--- src/rtl/gpu_instruction_fifo.sv ---
// Instruction queue between the host command decoder and the GPU draw engine.
// A staging register collects one instruction and a push commits it to a show-ahead FIFO.
module gpu_instruction_fifo #(
  parameter int unsigned WIDTH_BITS   = 10,
  parameter int unsigned HEIGHT_BITS  = 9,
  parameter int unsigned CHANNEL_BITS = 8,
  parameter int unsigned DEPTH        = 8
) (
  input  logic                    clk,
  input  logic                    n_rst,
  input  logic [3:0]              opcode_i,
  input  logic [WIDTH_BITS-1:0]   x1_i,
  input  logic [HEIGHT_BITS-1:0]  y1_i,
  input  logic [WIDTH_BITS-1:0]   x2_i,
  input  logic [HEIGHT_BITS-1:0]  y2_i,
  input  logic [WIDTH_BITS-1:0]   rad_i,
  input  logic [CHANNEL_BITS-1:0] r_i,
  input  logic [CHANNEL_BITS-1:0] g_i,
  input  logic [CHANNEL_BITS-1:0] b_i,
  input  logic [2:0]              quad_i,
  input  logic                    write_enable_i,
  input  logic                    push_instruction_i,
  input  logic                    pop_instruction_i,
  output logic                    fifo_empty_o,
  output logic                    fifo_full_o,
  output logic [3:0]              opcode_o,
  output logic [WIDTH_BITS-1:0]   x1_o,
  output logic [HEIGHT_BITS-1:0]  y1_o,
  output logic [WIDTH_BITS-1:0]   x2_o,
  output logic [HEIGHT_BITS-1:0]  y2_o,
  output logic [WIDTH_BITS-1:0]   rad_o,
  output logic [CHANNEL_BITS-1:0] r_o,
  output logic [CHANNEL_BITS-1:0] g_o,
  output logic [CHANNEL_BITS-1:0] b_o,
  output logic [2:0]              quad_o
);

  localparam int unsigned EntryBits = 4 + 3 * WIDTH_BITS + 2 * HEIGHT_BITS
                                      + 3 * CHANNEL_BITS + 3;
  localparam int unsigned PtrBits   = $clog2(DEPTH);
  localparam int unsigned CntBits   = PtrBits + 1;

  typedef logic [EntryBits-1:0] entry_t;

  entry_t               stage_q, stage_d;
  entry_t               mem_q [DEPTH];
  entry_t               mem_d [DEPTH];
  logic [PtrBits-1:0]   wr_ptr_q, wr_ptr_d;
  logic [PtrBits-1:0]   rd_ptr_q, rd_ptr_d;
  logic [CntBits-1:0]   count_q, count_d;
  logic                 push_en, pop_en;
  entry_t               head;

  assign fifo_empty_o = (count_q == '0);
  assign fifo_full_o  = (count_q == CntBits'(DEPTH));

  // A pop at full frees the slot the simultaneous push needs.
  assign pop_en  = pop_instruction_i && !fifo_empty_o;
  assign push_en = push_instruction_i && (!fifo_full_o || pop_en);

  always_comb begin
    stage_d  = stage_q;
    mem_d    = mem_q;
    wr_ptr_d = wr_ptr_q;
    rd_ptr_d = rd_ptr_q;
    count_d  = count_q;

    if (write_enable_i) begin
      stage_d = {opcode_i, x1_i, y1_i, x2_i, y2_i, rad_i, r_i, g_i, b_i, quad_i};
    end

    if (push_en) begin
      mem_d[wr_ptr_q] = stage_q;
      wr_ptr_d        = wr_ptr_q + PtrBits'(1);
    end

    if (pop_en) begin
      rd_ptr_d = rd_ptr_q + PtrBits'(1);
    end

    case ({push_en, pop_en})
      2'b10:   count_d = count_q + CntBits'(1);
      2'b01:   count_d = count_q - CntBits'(1);
      default: count_d = count_q;
    endcase
  end

  always_ff @(posedge clk) begin
    if (n_rst) begin
      stage_q  <= '0;
      wr_ptr_q <= '0;
      rd_ptr_q <= '0;
      count_q  <= '0;
      for (int i = 0; i < int'(DEPTH); i++) begin
        mem_q[i] <= '0;
      end
    end else begin
      stage_q  <= stage_d;
      wr_ptr_q <= wr_ptr_d;
      rd_ptr_q <= rd_ptr_d;
      count_q  <= count_d;
      for (int i = 0; i < int'(DEPTH); i++) begin
        mem_q[i] <= mem_d[i];
      end
    end
  end

  // Show-ahead head; forced to zero when nothing valid is queued.
  assign head = fifo_empty_o ? '0 : mem_q[rd_ptr_q];

  assign {opcode_o, x1_o, y1_o, x2_o, y2_o, rad_o, r_o, g_o, b_o, quad_o} = head;

endmodule

--- config.mk ---
export PLATFORM = sky130hd
export DESIGN_NAME = gpu_instruction_fifo
export DESIGN_NICKNAME = d
export VERILOG_FILES = /design/src/rtl/gpu_instruction_fifo.sv
export SDC_FILE = /design/constraint.sdc
export NUM_CORES = 2
export LEC_CHECK = 0
export ABC_CLOCK_PERIOD_IN_PS = 4100
export BUFFER_PORTS_ARGS = -buffer_cell sky130_fd_sc_hd__buf_4
export CAP_MARGIN = 20
export CORE_AREA = 2 2 263 265
export CTS_BUF_LIST = sky130_fd_sc_hd__clkbuf_2 sky130_fd_sc_hd__clkbuf_4 sky130_fd_sc_hd__clkbuf_8
export CTS_CLUSTER_DIAMETER = 200
export CTS_CLUSTER_SIZE = 40
export DETAILED_ROUTE_END_ITERATION = 6
export DIE_AREA = 0 0 265 267
export PLACE_DENSITY = 0.73
export SLEW_MARGIN = 5
export SYNTH_ARGS = -nofsm -noshare
export SYNTH_HDL_FRONTEND = slang
export SYNTH_SLANG_ARGS = --single-unit
export TNS_END_PERCENT = 10
--- constraint.sdc ---
create_clock -name clk -period 4.1 [get_ports clk]
set_input_delay 0.615 -clock clk [delete_from_list [all_inputs] [get_ports clk]]
set_output_delay 0.615 -clock clk [all_outputs]
set_load 0.1 [all_outputs]
; Yosys cells after proc, flatten, opt, wreduce, memory -nomap -nowiden
; Index checks and enable logic that the tools add are counted.
[word_totals]
regBits = 721
word_cells = 40
out_inout_bits = 81
inputBits = 84
[classes]
add_sub_neg = 4
n_mux = 8
n_bitwise = 2
magnitude_cmp = 3
eq_ne = 3
reduce_logical = 8
[op_table]
columns = op, n
row1 = bitwise mux 632 bit, 1
row2 = 2-to-1 mux 79 bit, 4
row3 = binary-select mux 79 bit (select 3 bit), 1
row4 = demux 79 bit (select 3 bit), 1
row5 = "greater-or-equal comparator 4 bit, second input constant", 2
row6 = NOT 3 -> 4 bit, 2
row7 = one-hot mux 4 bit (2 select lines), 1
row8 = "adder 3 x 1 -> 3 bit, second input constant", 2
row9 = "adder 4 x 1 -> 4 bit, second input constant", 1
row10 = "equality test 4 bit, second input constant", 1
row11 = zero test 4 bit, 1
row12 = "< comparator 4 x 1 -> 1 bit, second input constant", 1
row13 = "subtractor 4 x 1 -> 4 bit, second input constant", 1
row14 = logical AND 1 bit, 3
row15 = "equality test 2 x 1 -> 1 bit, second input constant", 1
row16 = "equality test 2 bit, second input constant", 1
row17 = zero test 1 bit, 2
row18 = nonzero test 2 bit, 1
row19 = logical OR 1 bit, 1

; Logic depth before layout (Yosys ltp)
[depth]
ltp_word = 7
mapped_depth = 12
ltp_nobuf = 9

; Worst setup path after synthesis
; No wires, ideal clock.
[synth_timing]
path_kind = register to output
start = register count_q[1]
end = output port x2_o[0]
path_buffers = 2
required_time_ns = 3.485
stages_incl_launch_ff = 5
arrival_ns = 3.086
slack_ns = 0.399
path_cell_list = dfxtp_1 buf_2 nor4_1 clkbuf_1 nor2_1
[synth_between]
elab_chain_len = 2
[synth_rtl]
columns = element, line_no
row1 = "start, declared", 50  ; logic [CntBits-1:0] count_q, count_d;
row2 = "start signal, assigned", 101  ; count_q <= count_d;
row3 = zero test 4 bit, 54  ; assign fifo_empty_o = (count_q == '0);
row4 = via fifo_empty_o, 24  ; output logic fifo_empty_o,
row5 = 2-to-1 mux 79 bit, 109  ; assign head = fifo_empty_o ? '0 : mem_q[rd_ptr_q];
row6 = "end, declared", 29  ; output logic [WIDTH_BITS-1:0] x2_o,
; The timed path passes the listed nets, and every way through them passes these cells.

; Worst setup path in the final report
[layout_timing]
start = register rd_ptr_q[0]
end = output port y1_o[0]
[layout_between]
elab_chain_len = 5
[layout_rtl]
columns = element, line_no
row1 = "start, declared", 49  ; logic [PtrBits-1:0] rd_ptr_q, rd_ptr_d;
row2 = "start signal, assigned", 100  ; rd_ptr_q <= rd_ptr_d;
row3 = NOT 3 -> 4 bit (not written as such), 109
row4 = binary-select mux 79 bit (select 3 bit), 109
row5 = 2-to-1 mux 79 bit (not written as such) (2 in a row), 109
row6 = 2-to-1 mux 79 bit, 109
row7 = "end, declared", 28  ; output logic [HEIGHT_BITS-1:0] y1_o,
; Every way passes these cells. The select of a mux whose other input is x is not followed.

==> reports/metrics.csv <==
metric;value;unit
cp_cell_sequence;buf_4, mux4_2, mux2i_1, nor2_1, buf_4;
cp-end-kind;primary output;
path_delay_family;multiplexers;
gr-usage-met3;0.02731;
synth_largest_type_area_fraction;0.4775;
regArea;0.01445;mm2
setup_viol;0;
busiest_layer;met2;
path_buf_inv;2;
core_area;0.06799;mm2
fin_skew;102.5;ps
place_area;0.03185;mm2
cp-start-kind;flop;
wirelength;82650;um
finalHoldViolCount;0;
die_h;267;um
period_minus_slack;3617;ps
htree_levels;1;
routedWlPerCell;19.24;um
num_rows;96;
stdcell_area;0.03223;mm2
status;complete, no violations;
die_area;0.07076;mm2
syn_nets;3612;
final_nets;3497;
maxCapViolCount;0;
worstMarginPinSlew;1049;ps
groute.usage.overall;0.2288;
cts_max_path_buffers;3;
yosys.cell_types.count;38;
clkLatencyLatePin;710;ps
io_pins;165;
grt_pass1_vias;22910;
drc;0;
crit_type;flop to primary output;
yosysTopAreaCell;dfxtp_1;
irDropWorstVdd;0.3629;mV
grt_max_degree;121;
grt_use_met1;0.3107;
synthCells;3523;
ys_seq_elements;721;
place_congestion;0.7493;
grtUsageMet2;0.3855;
dp_hpwl;46180;um
post_cts_resized;0;
post_cts_buffers;0;
start_util;0.4446;
syn_area_per_cell;8.580;um2
gr-total-overflow;0;
crit_required;3480;ps
path_clk_slew;230;ps
die_x;265;um
grt_pass1_wl;129500;um
ant_nets;0;
min_path_type;input port to flop;
crit_top_cell;buf_4;
vias;23910;
synth-main-ff-cell;dfxtp_1;
cts.sinks;721;
rsz0062_at_grt;false;
drv_slew;0;
hold_buffers;0;
fill_cells;6504;
p_leak;0.01039;uW
io_buffers;164;
crit_fanout;22;
synthArstFlopShare;0;
fin_crit_sh;0.8822;
ys_seq_area_frac;0.4775;
drive_gt1_frac;0.1263;
firstDrtPassIters;7;
synth_area_leaders;dfxtp_1 48%, nand2_1 16%, mux4_2 12%;
multi_input_area;0.01434;mm2
syn_area;0.03023;mm2
area_growth;6.619;%
power_density;388.7;mW/mm2
worstPathArrival;3000;ps
synth_edf_count;0;
cts_made_buffers;22;
ys_warn_count;0;
max_stage_delay;730;ps
viasPerCell;5.566;
fmax;276.5;MHz
antenna_found_initial;3;
relSlewSlack;0.3004;
final.setup.tns;0;ps
slowest_stage;dfxtp_4;
drt_iter0_drc;2256;
cts_root_buffer;clkbuf_8;
cts_tree;done;
==> stage by stage <==
stage	instances	setup slack [ps]	util	power, uW	hold WS, ps
finish	4295	483.1	0.4740	12530	115.9
floorplan	3523	399.2	-	9272	433.1
CTS	4294	356.2	0.4740	12590	83.04
detailed placement	4266	1170	0.4685	10080	443.3
global route	4295	285.6	0.4740	12990	95.73
global placement	4266	1193	0.4685	10050	438.6
==> logic make-up (layout without fill, tap and decap cells) <==
logic type	Yosys count	after routing	synth area share
simple gates	1449	1449	0.1819
xor+xnor	7	7	0.002028
compound gates	656	656	0.1139
fa+ha+maj	5	5	0.002070
other cells	0	1	0
buf+inv	365	254	0.05116
flops	721	721	0.4775
mux	320	320	0.1714
==> synth_stat cells, types with 2 or more instances <==
| cell | number |
|---|---|
| buf_1 | 95 |
| buf_4 | 10 |
| nor4bb_1 | 2 |
| xor2_1 | 6 |
| nor4b_1 | 2 |
| nor2_1 | 169 |
| ha_1 | 5 |
| mux4_2 | 158 |
| a21oi_1 | 634 |
| dfxtp_1 | 721 |
| o2111a_1 | 3 |
| o21ai_0 | 4 |
| o2111ai_4 | 3 |
| inv_1 | 2 |
| a21boi_1 | 2 |
| o21ai_4 | 2 |
| buf_6 | 5 |
| clkbuf_1 | 172 |
| buf_2 | 81 |
| nor2b_1 | 4 |
| mux2i_1 | 161 |
| nand2_1 | 1265 |
| o211a_1 | 2 |
==> layout make-up <==
| cell class | instances | area share |
|---|---|---|
| clock inverter | 1 | 0.0009318 |
| timing repair buffer | 224 | 0.06057 |
| multi-input combinational | 2437 | 0.4450 |
| inverter | 2 | 0.0002329 |
| clock buffer | 27 | 0.01075 |
| sequential | 721 | 0.4482 |
| antenna | 1 | 0.00007765 |
| tap | 882 | 0.03424 |
==> layout by cell type (no fill, tap or decap), drive strengths merged <==
cell,count
nand2,1265
buf,224
inv,2
nor4b,2
and3,1
o211a,2
nor3b,1
clkinv,1
or3,1
nor2,169
clkbuf,27
a21oi,634
mux2i,161
o21ai,7
xnor2,1
mux4,158
diode,1
o2111a,3
o2111ai,3
a21boi,3
nor4bb,2
nand3b,1
nor4,1
or4b,1
o211ai,3
xor2,6
ha,5
dfxtp,721
mux2,1
o31ai,1
nor2b,4
and4b,1
==> power breakdown <==
group          switching, uW  internal [uW]  leakage [uW]
clock                   2030            566      0.000195
sequential               260           7160       0.00583
combinational           1740            765       0.00436
total                   4030           8500        0.0104
==> worst register-to-register path, stage by stage, from the launching register on <==
cell and delay (ps):
dfxtp_1 440, or4b_1 540, o21ai_0 460, ha_1 370, xor2_1 170, ha_1 150
a21oi_1 50, xor2_1 160, or3_1 300, a21oi_1 140
==> flip-flops by register name, indices dropped and copies added (netlist names) <==
register,count
stage_q,79
wr_ptr_q,3
rd_ptr_q,3
mem_q,632
count_q,4
==> layer usage <==
layer	wire, um	vias to the layer above
li1	-	11390
met1	35210	11550
met2	39370	830
met3	6100	141
met4	1940	4
met5	23	-
==> worst paths after layout <==
kind               start    endpoint  slack, ps  depth (start not counted)
max          rd_ptr_q[0]     y1_o[0]        480                          5
min            quad_i[1]  stage_q[1]        120                          3
max reg2reg   count_q[1]  count_q[2]       1270                          9
min reg2reg   mem_q[408]  mem_q[408]        470                          2
(Power assumes the default switching activity.)
